<file path="config.mk">
export PLATFORM = sky130hd
export DESIGN_NAME = keypad_hex_entry
export DESIGN_NICKNAME = d
export VERILOG_FILES = /design/src/rtl/keypad_pkg.sv /design/src/rtl/keypad_row_sync.sv /design/src/rtl/keypad_hex_entry.sv
export SDC_FILE = /design/constraint.sdc
export NUM_CORES = 1
export LEC_CHECK = 0
export CORE_MARGIN = 10
export CORE_UTILIZATION = 40
export CTS_BUF_LIST = sky130_fd_sc_hd__clkbuf_8
export DETAILED_ROUTE_END_ITERATION = 8
export PLACE_DENSITY_LB_ADDON = 0.1
export REMOVE_ABC_BUFFERS = 1
export SLEW_MARGIN = 20
export SYNTH_ARGS = -nofsm -noshare
export SYNTH_HDL_FRONTEND = slang
export SYNTH_HIERARCHICAL = 1
export SYNTH_SLANG_ARGS = --single-unit
</file>
<file path="constraint.sdc">
create_clock -name clk -period 2.6 [get_ports clk]
set_clock_uncertainty 0.05 [all_clocks]
set_input_delay 0.39 -clock clk [delete_from_list [all_inputs] [get_ports clk]]
set_output_delay 0.39 -clock clk [all_outputs]
set_load 0.05 [all_outputs]
</file>
<file path="src/rtl/keypad_pkg.sv">
// Shared types and constants for the 4x4 hex keypad scanner.
// Decode helpers turn one-low nibbles into a 2-bit index.
package keypad_pkg;

   typedef enum logic [1:0] {
      SCAN,
      DEBOUNCE,
      HELD,
      RELEASE
   } state_t;

   localparam logic [3:0] COL_RESET = 4'b1110;
   localparam logic [3:0] ROWS_IDLE = 4'b1111;

   typedef struct packed {
      logic       hit;
      logic [1:0] idx;
   } row_hit_t;

   // A hit requires exactly one low row; ghosting patterns with two or more low rows are rejected.
   function automatic row_hit_t decode_rows(input logic [3:0] rs);
      row_hit_t r;
      r.hit = 1'b1;
      r.idx = 2'd0;
      case (rs)
         4'b1110: r.idx = 2'd0;
         4'b1101: r.idx = 2'd1;
         4'b1011: r.idx = 2'd2;
         4'b0111: r.idx = 2'd3;
         default: r.hit = 1'b0;
      endcase
      return r;
   endfunction

   function automatic logic [1:0] col_index(input logic [3:0] cols);
      logic [1:0] idx;
      idx = 2'd0;
      case (cols)
         4'b1110: idx = 2'd0;
         4'b1101: idx = 2'd1;
         4'b1011: idx = 2'd2;
         4'b0111: idx = 2'd3;
         default: idx = 2'd0;
      endcase
      return idx;
   endfunction

endpackage

</file>
<file path="src/rtl/keypad_row_sync.sv">
// Two-flop synchronizer for the asynchronous, active-low keypad rows.
// Resets to all-idle so no phantom key is seen coming out of reset.
module keypad_row_sync
   import keypad_pkg::*;
(
   input  logic       clk,
   input  logic       rst,
   input  logic [3:0] rows_in,
   output logic [3:0] rows_sync
);

   logic [3:0] meta_q;
   logic [3:0] sync_q;
   logic [3:0] meta_d;
   logic [3:0] sync_d;

   always_comb begin
      meta_d = rows_in;
      sync_d = meta_q;
   end

   // NOTE: sequential state uses non-blocking assignments so every flop samples pre-edge values.
   always_ff @(posedge clk) begin
      if (rst) begin
         meta_q <= ROWS_IDLE;
         sync_q <= ROWS_IDLE;
      end else begin
         meta_q <= meta_d;
         sync_q <= sync_d;
      end
   end

   assign rows_sync = sync_q;

endmodule

</file>
<file path="src/rtl/keypad_hex_entry.sv">
// 4x4 hex keypad scanner with per-key debounce; each accepted key is
// shifted as one hex digit into a 16-bit entry value.
module keypad_hex_entry
   import keypad_pkg::*;
#(
   parameter int SCAN_DIV_BITS  = 16,
   parameter int DEBOUNCE_SCANS = 4
) (
   input  logic        clk,
   input  logic        rst,
   input  logic [3:0]  rows,
   output logic [3:0]  cols,
   input  logic        clear,
   output logic [3:0]  key_code,
   output logic        key_strobe,
   output logic [15:0] value
);

   localparam logic [3:0] DEB_TARGET = 4'(DEBOUNCE_SCANS);

   logic [3:0] rs;

   keypad_row_sync u_row_sync (
      .clk      (clk),
      .rst      (rst),
      .rows_in  (rows),
      .rows_sync(rs)
   );

   logic [SCAN_DIV_BITS-1:0] div_q, div_d;
   state_t                   state_q, state_d;
   logic [3:0]               cols_q, cols_d;
   logic [3:0]               cand_q, cand_d;
   logic [3:0]               cnt_q, cnt_d;
   logic [3:0]               key_code_q, key_code_d;
   logic                     key_strobe_q, key_strobe_d;
   logic [15:0]              value_q, value_d;

   logic       tick;
   logic       accept;
   row_hit_t   row_hit;
   logic [3:0] code;

   // NOTE: every signal written here gets a default first, so no path leaves a latch behind.
   always_comb begin
      div_d        = div_q + SCAN_DIV_BITS'(1);
      tick         = &div_q;
      state_d      = state_q;
      cols_d       = cols_q;
      cand_d       = cand_q;
      cnt_d        = cnt_q;
      key_code_d   = key_code_q;
      key_strobe_d = 1'b0;
      value_d      = value_q;
      accept       = 1'b0;
      row_hit      = decode_rows(rs);
      code         = {row_hit.idx, col_index(cols_q)};

      if (tick) begin
         case (state_q)
            SCAN: begin
               if (row_hit.hit) begin
                  cand_d  = code;
                  cnt_d   = 4'd1;
                  state_d = DEBOUNCE;
               end else begin
                  cols_d = {cols_q[2:0], cols_q[3]};
               end
            end
            DEBOUNCE: begin
               if (row_hit.hit && code == cand_q) begin
                  if (cnt_q + 4'd1 == DEB_TARGET) begin
                     accept  = 1'b1;
                     cnt_d   = 4'd0;
                     state_d = HELD;
                  end else begin
                     cnt_d = cnt_q + 4'd1;
                  end
               end else begin
                  cnt_d   = 4'd0;
                  state_d = SCAN;
               end
            end
            HELD: begin
               if (rs == ROWS_IDLE) begin
                  cnt_d   = 4'd1;
                  state_d = RELEASE;
               end
            end
            RELEASE: begin
               if (rs == ROWS_IDLE) begin
                  if (cnt_q + 4'd1 == DEB_TARGET) begin
                     cnt_d   = 4'd0;
                     state_d = SCAN;
                  end else begin
                     cnt_d = cnt_q + 4'd1;
                  end
               end else begin
                  cnt_d   = 4'd0;
                  state_d = HELD;
               end
            end
            default: begin
               cnt_d   = 4'd0;
               state_d = SCAN;
            end
         endcase
      end

      if (accept) begin
         key_strobe_d = 1'b1;
         key_code_d   = cand_q;
         value_d      = {value_q[11:0], cand_q};
      end

      // Clear overrides a coinciding accept for the entry value only.
      if (clear) begin
         value_d = 16'h0000;
      end
   end

   always_ff @(posedge clk) begin
      if (rst) begin
         div_q        <= '0;
         state_q      <= SCAN;
         cols_q       <= COL_RESET;
         cand_q       <= 4'd0;
         cnt_q        <= 4'd0;
         key_code_q   <= 4'd0;
         key_strobe_q <= 1'b0;
         value_q      <= 16'h0000;
      end else begin
         div_q        <= div_d;
         state_q      <= state_d;
         cols_q       <= cols_d;
         cand_q       <= cand_d;
         cnt_q        <= cnt_d;
         key_code_q   <= key_code_d;
         key_strobe_q <= key_strobe_d;
         value_q      <= value_d;
      end
   end

   assign cols       = cols_q;
   assign key_code   = key_code_q;
   assign key_strobe = key_strobe_q;
   assign value      = value_q;

endmodule

</file>
**Word-level counts from Yosys, hierarchy flattened**

Cells that the tools add are included.

- Output and inout port bits: 25
- Bits in registers: 59

- Reductions and logical operators: 9
- Equal/unequal tests: 17
- Add/sub/neg operators: 2
- Multiplexer cells: 21
- Bitwise logic cells: 1

Operators by type and width:

| operator | number |
|---|---|
| 18-bit AND reduction | 3 |
| 4-bit equality test (second input constant) | 6 |
| 4-bit two-way mux | 5 |
| 20-bit AND reduction | 1 |
| 16-bit by 1-bit adder with 16-bit output (second input constant) | 1 |
| 4-bit one-hot mux with 4 select lines | 1 |
| 16-bit AND reduction | 1 |
| 4-bit by 3-bit equality test with 1-bit output (second input constant) | 3 |
| 2-bit two-way mux | 6 |
| 2-bit one-hot mux with 3 select lines | 2 |
| 2-bit one-hot mux with 4 select lines | 1 |
| 1-bit two-way mux | 6 |
| 3-bit != test (second input constant) | 2 |
| 4-bit by 1-bit adder with 4-bit output (second input constant) | 1 |
| 2-bit equality test (second input constant) | 2 |
| 4-bit equality test | 1 |
| 2-bit != test (second input constant) | 2 |
| 4-bit OR reduction | 1 |
| 2-bit by 1-bit equality test with 1-bit output (second input constant) | 1 |
| 2-bit zero test | 1 |
| 2-bit OR reduction | 1 |
| 1-bit logical AND | 1 |
| 1-bit NOT | 1 |

**Depth between registers and ports, before layout**

Gate-level depths: netlist (run 1).

- Depth in word-level cells: 8
- Depth in mapped cells: 8
- Mapped depth without buffers: 7

**Hierarchy**

The synthesis (run 1) kept the hierarchy.

By module, submodules not included:

| module | instances | area each (µm²) | cells an instance |
|---|---|---|---|
| keypad_hex_entry | 1 | 2489.9 | 270 |
| keypad_row_sync | 1 | 210.2 | 16 |

**Worst setup path after synthesis (run 1)**

No wires, ideal clock.

- Path kind: reg2reg
- From: register cols_q[3] (netlist: cols[3])
- To: register value_q[10] (netlist: value[10])
- Arrival time: 2.061 ns
- Clock period less this slack: 2.182 ns
- Slack: 0.418 ns
- Stages on the path, launching flop included: 8
- Setup time: 0.072 ns
- Path through: dfxtp_1 > xor2_1 > and4_1 > o211ai_2 > nor4_2 > and2b_4 > buf_12 > mux2i_1

- Cells in the longest elaborated chain, start to end: 7
- Elaborated cells on any way between the ends: 9
- Those cells by class: 4 x eq/ne; 4 x mux; 1 x reduce/logical

Ends and longest elaborated chain:

| what | line | source |
|---|---|---|
| from (decl) | keypad_hex_entry.sv:32 | `logic [3:0] cols_q, cols_d;` |
| from (signal assigned) | keypad_hex_entry.sv:135 | `cols_q <= cols_d;` |
| 4-bit by 3-bit equality test with 1-bit output / 4-bit equality test (equally long branches) | keypad_pkg.sv:38 | `case (cols)` |
| 2-bit one-hot mux with 3 select lines * | keypad_pkg.sv:38 |  |
| 4-bit equality test * | keypad_hex_entry.sv:71 | `if (row_hit.hit && code == cand_q) begin` |
| 1-bit logical AND * | keypad_hex_entry.sv:71 |  |
| 1-bit two-way mux * | keypad_hex_entry.sv:71 |  |
| 1-bit two-way mux * | keypad_hex_entry.sv:60 | `case (state_q)` |
| 1-bit two-way mux * | keypad_hex_entry.sv:59 | `if (tick) begin` |
| to (signal assigned) | keypad_hex_entry.sv:140 | `value_q <= value_d;` |
| to (decl) | keypad_hex_entry.sv:37 | `logic [15:0] value_q, value_d;` |

Mark *: on every way between the ends. The rest lies on a longest branch, timed or not.
A chain may end at the register's enable or synchronous reset.

**Worst setup path in the final report (run 1)**

- From: register u_row_sync.sync_q[2] (netlist: u_row_sync/rows_sync[2])
- To: register key_code_q[1] (netlist: key_code[1])

- Cells in the longest elaborated chain, start to end: 7
- Elaborated cells on any way between the ends: 12
- Those cells by class: 5 x eq/ne; 5 x mux; 2 x reduce/logical

Ends and longest elaborated chain:

| what | line | source |
|---|---|---|
| from (decl) | keypad_row_sync.sv:13 | `logic [3:0] sync_q;` |
| from (signal assigned) | keypad_row_sync.sv:29 | `sync_q <= sync_d;` |
| 4-bit by 3-bit equality test with 1-bit output / 4-bit equality test (equally long branches) | keypad_pkg.sv:25 | `case (rs)` |
| 2-bit one-hot mux with 3 select lines / 4-bit OR reduction (equally long branches) | - |  |
| 4-bit equality test / 1-bit two-way mux (equally long branches) | keypad_hex_entry.sv:71, keypad_pkg.sv:25 |  |
| 1-bit logical AND * | keypad_hex_entry.sv:71 |  |
| 1-bit two-way mux * | keypad_hex_entry.sv:71 |  |
| 1-bit two-way mux * | keypad_hex_entry.sv:60 |  |
| 1-bit two-way mux * | keypad_hex_entry.sv:59 |  |
| to (signal assigned) | keypad_hex_entry.sv:138 | `key_code_q <= key_code_d;` |
| to (decl) | keypad_hex_entry.sv:35 | `logic [3:0] key_code_q, key_code_d;` |

Marks and branches as above.

==> flow_summary.toml, run 1 <==
[outcome]
run_status = "finished clean"

[grt]
maximum_number_of_pins_on_one_net_before_global_route_repair = 21
grt_pass1_wl_um = 9000
grt_antenna_before_repair = 0
grt_use_total_pct = 10.9
first_global_vias = 1889
grt_remaining_overflow = 0

[power_and_ir_drop]
leakagePower_nw = 1.10
power.total_w = 0.00206
cellPowerDensity_nw_per_um2 = 631
worst_ir_drop_vdd_mv = 0.301

[detailed_routing]
highest-signal-layer = "met4"
vias_per_cell = 5.05
drt_wl_total_um = 5350
detail_route.wirelength.met1_um = 2730
dr.first_iter.drc_count = 72
drtAntennaViolNets = 0
wire_per_inst_um = 13.4
dr.pass1.iters = 4
via_count = 2021
drt_drc_violations_left = 0
dr_wl_met3_um = 224
met2_wirelength_um = 2290

[synth]
yosys-top-cells-area = "dfxtp_1, mux2i_1, nand2_1, nor2_1, xor2_1"
syn_area_um2 = 2700
synth_area_leader_cell = "dfxtp_1"
async_reset_ff_share_pct = 0
synth_enable_flop_cells = 0
synth.distinct_cells = 56
synth_largest_type_area_fraction_pct = 43.7
ys_warn_count = 6
syn-instance-count = 286
synthesized_flop_and_latch_total = 59
ys_flop_type = "dfxtp_1"
synthTopCellsByCount = "dfxtp_1, nand2_1, nor2_1, mux2i_1, xor2_1"
ys_seq_area_share_pct = 43.7
post_synthesis_area_per_instance_um2 = 9.44
synth_most_common_cell = "dfxtp_1"

[critical_path]
r2r.worst_path.cells = 6
required_time_reported_for_the_critical_path_endpoint_ps = 2820
critical_path_maximum_fanout = 20
startpoint_type = "flop"
timing.critical_path.to_type = "flop"
worst-endpoint-arrival_ps = 2420
criticalPathCategory = "flop to flop"

[clocking]
post-cts-setup-buffer-count = 0
clk_transition_reported_paths_ps = 70
hold_buffers = 0
clk_latency_ps = 340
root_driver = "clkbuf_8"
max_clock_buf_depth = 2
clock_tree_from_tritoncts = "built"
cts.repair.resized = 0
htreeDepth = 3
tritoncts_num_sinks = 59
number_of_buffers_created_by_cts = 9

[timing]
timing_worst_slew_pin_value_ps = 483
period_minus_slack_ps = 2200
grt_setup_unrepaired = "no"
max_freq_mhz = 455
finalHoldViolations = 0
timing_max_transition_violations_final = 0
min_period_over_period_pct = 84.6
tns_setup_ps = 0
worst_slew_margin_rel_pct = 67.0
finalSetupViolCount = 0

[cells_and_area]
diodes = 0
post_route_cells_drive_above_1_share_pct = 9.29
final_core_utilization_pct = 50.7
synthToLayoutAreaGrowth_pct = 21.2
final.fill_count = 616
nets = 328
fin_area_um2 = 3270

[die]
num_io_pins = 32
start_util_pct = 41.8
area_of_the_die_um2 = 10400
placeableCoreArea_um2 = 6460
rows = 29
chipHeight_um = 102
die_w_um = 102

[hold_path]
hold_path.class = "flop to flop"
hold_depth = 1

[place]
post-dp-hpwl_um = 3770
gp_congestion = 0.759
port-buffer-count = 31
placed_cell_area_um2 = 3010

[job]
number_of_max_capacitance_violations_reported = 0
-- logic make-up (layout without fill, tap and decap cells) --
group	after synthesis	count (layout)	synth area share, %
multiplexers	25	25	9.27
adder cells (fa/ha/maj)	3	3	1.39
flip-flops	59	59	43.7
XOR/XNOR	16	16	5.19
buffers and inverters	16	53	4.87
AO/OA/AOI/OAI	38	38	9.92
AND/OR/NAND/NOR	129	129	25.6
-- worst max-delay path, cell delays in order (launching register included) --
cell and delay [ps]:
dfxtp_1 540, xnor2_1 220, or3_1 170, o211ai_2 110, nor4_2 340, and2b_4 470
mux2i_1 220
-- area by class of cell --
cell class | instances | area, µm² | area share (%)
clock buffers | 12 | 165 | 5.05
flip-flops and latches | 59 | 1180 | 36.1
well taps | 77 | 96.3 | 2.94
inverters | 2 | 7.51 | 0.229
repair buffers | 35 | 340 | 10.4
clock inverters | 4 | 95.1 | 2.91
multi-input cells | 211 | 1390 | 42.4
-- path summary, 6_finish.rpt --
check                                startpoint                                 end  slack (ps)
min reg2reg     u_row_sync/meta_q[3]$_SDFF_PP1_  u_row_sync/rows_sync[3]$_SDFF_PP1_         350
min             u_row_sync/meta_q[3]$_SDFF_PP1_  u_row_sync/rows_sync[3]$_SDFF_PP1_         350
max          u_row_sync/rows_sync[2]$_SDFF_PP1_            key_code[1]$_SDFFE_PP0P_         400
max reg2reg  u_row_sync/rows_sync[2]$_SDFF_PP1_            key_code[1]$_SDFFE_PP0P_         400
-- per-layer routing --
metal,vias to the layer above,track usage [%]
li1,1070,-
met1,910,13.9
met2,33,16.0
met3,8,2.70
met4,0,6.83
met5,-,0
-- flip-flops by register name (all words and copies together), names as in the netlist --
name,count
cand_q,4
cnt_q,4
cols,4
div_q,16
key_code,4
key_strobe,1
state_q,2
u_row_sync/meta_q,4
u_row_sync/rows_sync,4
value,16
-- report_power, final --
part           total (W)  switching [W]  internal [W]
Clock            0.00107       0.000360      0.000714
Combinational  0.0000678      0.0000368     0.0000311
Sequential      0.000923     0.00000950      0.000913
Total            0.00206       0.000406       0.00166
-- cell usage in the layout (no fill, tap or decap), types with 3 or more instances in the layout --
master,count
dfxtp_1,59
nand2_1,34
nor2_1,32
clkdlybuf4s50_1,31
mux2i_1,25
clkbuf_8,12
xor2_1,11
nand3_1,8
or2_1,8
a21oi_1,7
nand2b_1,6
o21ai_0,6
nand4_1,5
xnor2_1,5
nor2b_1,5
or2b_1,4
buf_4,4
and4_1,3
or3_1,3
nor3_1,3
o21ai_1,3
a211o_1,3
ha_1,3
bufinv_16,3
-- per-stage QoR --
stage                     hold slack, ps  setup WS (ps)  instances
after detailed placement             340            397        384
after global routing                 371            206        400
after CTS                            357            385        400
after floorplan                      333            335        272
final                                353            401        400
after global placement               336            425        384
Power figures use the tool's default switching activity.
==> run 2: changes to the inputs <==
==> constraint.sdc (replaced) <==
create_clock -name clk -period 1.81 [get_ports clk]
set_clock_uncertainty 0.05 [all_clocks]
set_input_delay 0.2715 -clock clk [delete_from_list [all_inputs] [get_ports clk]]
set_output_delay 0.2715 -clock clk [all_outputs]
set_load 0.05 [all_outputs]
==> run 2 against run 1 <==
The flow now finishes with violations (setup timing); worst setup slack worse by 510 ps; via count is 11% higher; die area stayed put; design area is 19% higher; non-clock buffer count grew 55; critical path type unchanged; highest routed layer unchanged.
==> flow_summary.toml, run 2 (synthesis gave the netlist of run 1 again) <==
[clocking]
clk_latency_ps = 340
max_clock_buf_depth = 2
tritoncts_num_sinks = 59
htreeDepth = 3
clock_tree_from_tritoncts = "built"
clk_transition_reported_paths_ps = 70
root_driver = "clkbuf_8"
number_of_buffers_created_by_cts = 9

[place]
post-dp-hpwl_um = 4290
dp_slack_ps = -135
gp_congestion = 0.784
port-buffer-count = 31

[power_and_ir_drop]
cellPowerDensity_nw_per_um2 = 757
netSwitchingPower_w = 0.000643
leakagePower_nw = 1.47
worst_ir_drop_vdd_mv = 0.423
power_frac_seq_pct = 44.8
internal_power_w = 0.00231
power.combinational.fraction_pct = 5.0
p_sw_share_pct = 21.8
share_clk_of_total_power_pct = 50.2

[grt]
grt_remaining_overflow = 0
grt_use_total_pct = 11.8
grt_antenna_before_repair = 0
first_global_vias = 2156
maximum_number_of_pins_on_one_net_before_global_route_repair = 18
grt_pass1_wl_um = 9810

[critical_path]
critPathLaunch = "cnt_q[3]$_SDFFE_PP0P_"
timing.critical_path.to_type = "flop"
criticalPathCategory = "flop to flop"
startpoint_type = "flop"
required_time_reported_for_the_critical_path_endpoint_ps = 2020
critical_path_maximum_fanout = 8
critical_path.reg2reg.startpoint = "cnt_q[3]$_SDFFE_PP0P_"
reg2reg_slack_ps = -110
worst-endpoint-arrival_ps = 2130

[detailed_routing]
vias_per_cell = 4.93
dr.first_iter.drc_count = 74
via_count = 2241
wire_per_inst_um = 13.0
drt_drc_violations_left = 0
drtAntennaViolNets = 0
drt_wl_total_um = 5910
dr.pass1.iters = 4

[timing]
timing_max_transition_violations_final = 0
finalSetupViolCount = 21
period_minus_slack_ps = 1920
timing_worst_slew_pin_value_ps = 494
finalHoldViolations = 0
min_period_over_period_pct = 106
grt_setup_unrepaired = "yes"
worst_slew_margin_rel_pct = 67.2
max_freq_mhz = 522
post-route-worst-setup-slack_ps = -107
tns_setup_ps = -1590

[die]
start_util_pct = 41.8
die_w_um = 102
area_of_the_die_um2 = 10400
rows = 29
chipHeight_um = 102
placeableCoreArea_um2 = 6460
num_io_pins = 32

[hold_path]
min_from = "u_row_sync/meta_q[0]$_SDFF_PP1_"
hold_path.class = "flop to flop"

[cells_and_area]
nets = 383
diodes = 0
synthToLayoutAreaGrowth_pct = 44.4
layout.cells.most_common_list = "buf_4, dfxtp_1, nand2_1, nor2_1, mux2i_1"
post_route_cells_drive_above_1_share_pct = 37.8
layout.cells.most_common = "buf_4"

[job]
number_of_max_capacitance_violations_reported = 0

[outcome]
run_status = "finished with violations"
violations = "setup timing"
==> run 2: final cells by class <==
class / instances / area [µm²]
clock inverters: 7 / 124
repair buffers: 90 / 749
inverters: 2 / 7.51
multi-input cells: 211 / 1600
clock buffers: 9 / 124
well taps: 77 / 96.3
flip-flops and latches: 59 / 1200
fillers: 570 / 2560
==> run 2: what timing repair did <==
item                       4_1_cts  5_1_grt
gates resized for setup         27       34
pin swaps                        4       24
hold buffers                     0        0
setup endpoints to repair       36       34
buffers inserted                 4        2
cloned                           0        1
==> run 2: worst max-delay path, cell delays in order, from the launching register on <==
cell,delay (ps)
dfxtp_4,360
and3b_1,180
nor4b_2,300
o21ai_2,100
nor4_2,260
and2b_4,260
buf_12,150
mux2i_1,190
==> run 2: path summary, 6_finish.rpt <==
kind	to	depth (start not counted)
worst min-delay path	u_row_sync/rows_sync[0]$_SDFF_PP1_	1
worst max-delay path	key_code[1]$_SDFFE_PP0P_	7
worst min register to register	u_row_sync/rows_sync[0]$_SDFF_PP1_	1
worst max register to register	key_code[1]$_SDFFE_PP0P_	7
==> run 2: per-layer routing <==
metal	global-route usage [%]	vias to the layer above	wire length [µm]
met1	14.3	1029	2940
met3	3.64	9	242
met5	0	-	0
met2	18.2	32	2620
li1	-	1171	-
met4	6.83	0	103
==> run 2: stage by stage <==
stage               power [W]  hold slack, ps  utilization (%)  cell area (µm²)  std cells
detailed placement    0.00147             342             52.3             3380        436
finish                0.00295             349             60.4             3900        455
floorplan             0.00140             288                -             2580        272
global route          0.00306             369             60.4             3900        455
global placement      0.00147             336             52.3             3380        436
CTS                   0.00298             357             57.8             3730        455
==> run 2: power groups by stage <==
stage / Clock [W] / Combinational (W) / Sequential [W]
after floorplan: 0 / 0.0000515 / 0.00135
final: 0.00148 / 0.000148 / 0.00132
after CTS: 0.00152 / 0.000133 / 0.00132
after detailed placement: 0 / 0.000119 / 0.00135
after global routing: 0.00157 / 0.000162 / 0.00132
after global placement: 0 / 0.000118 / 0.00135
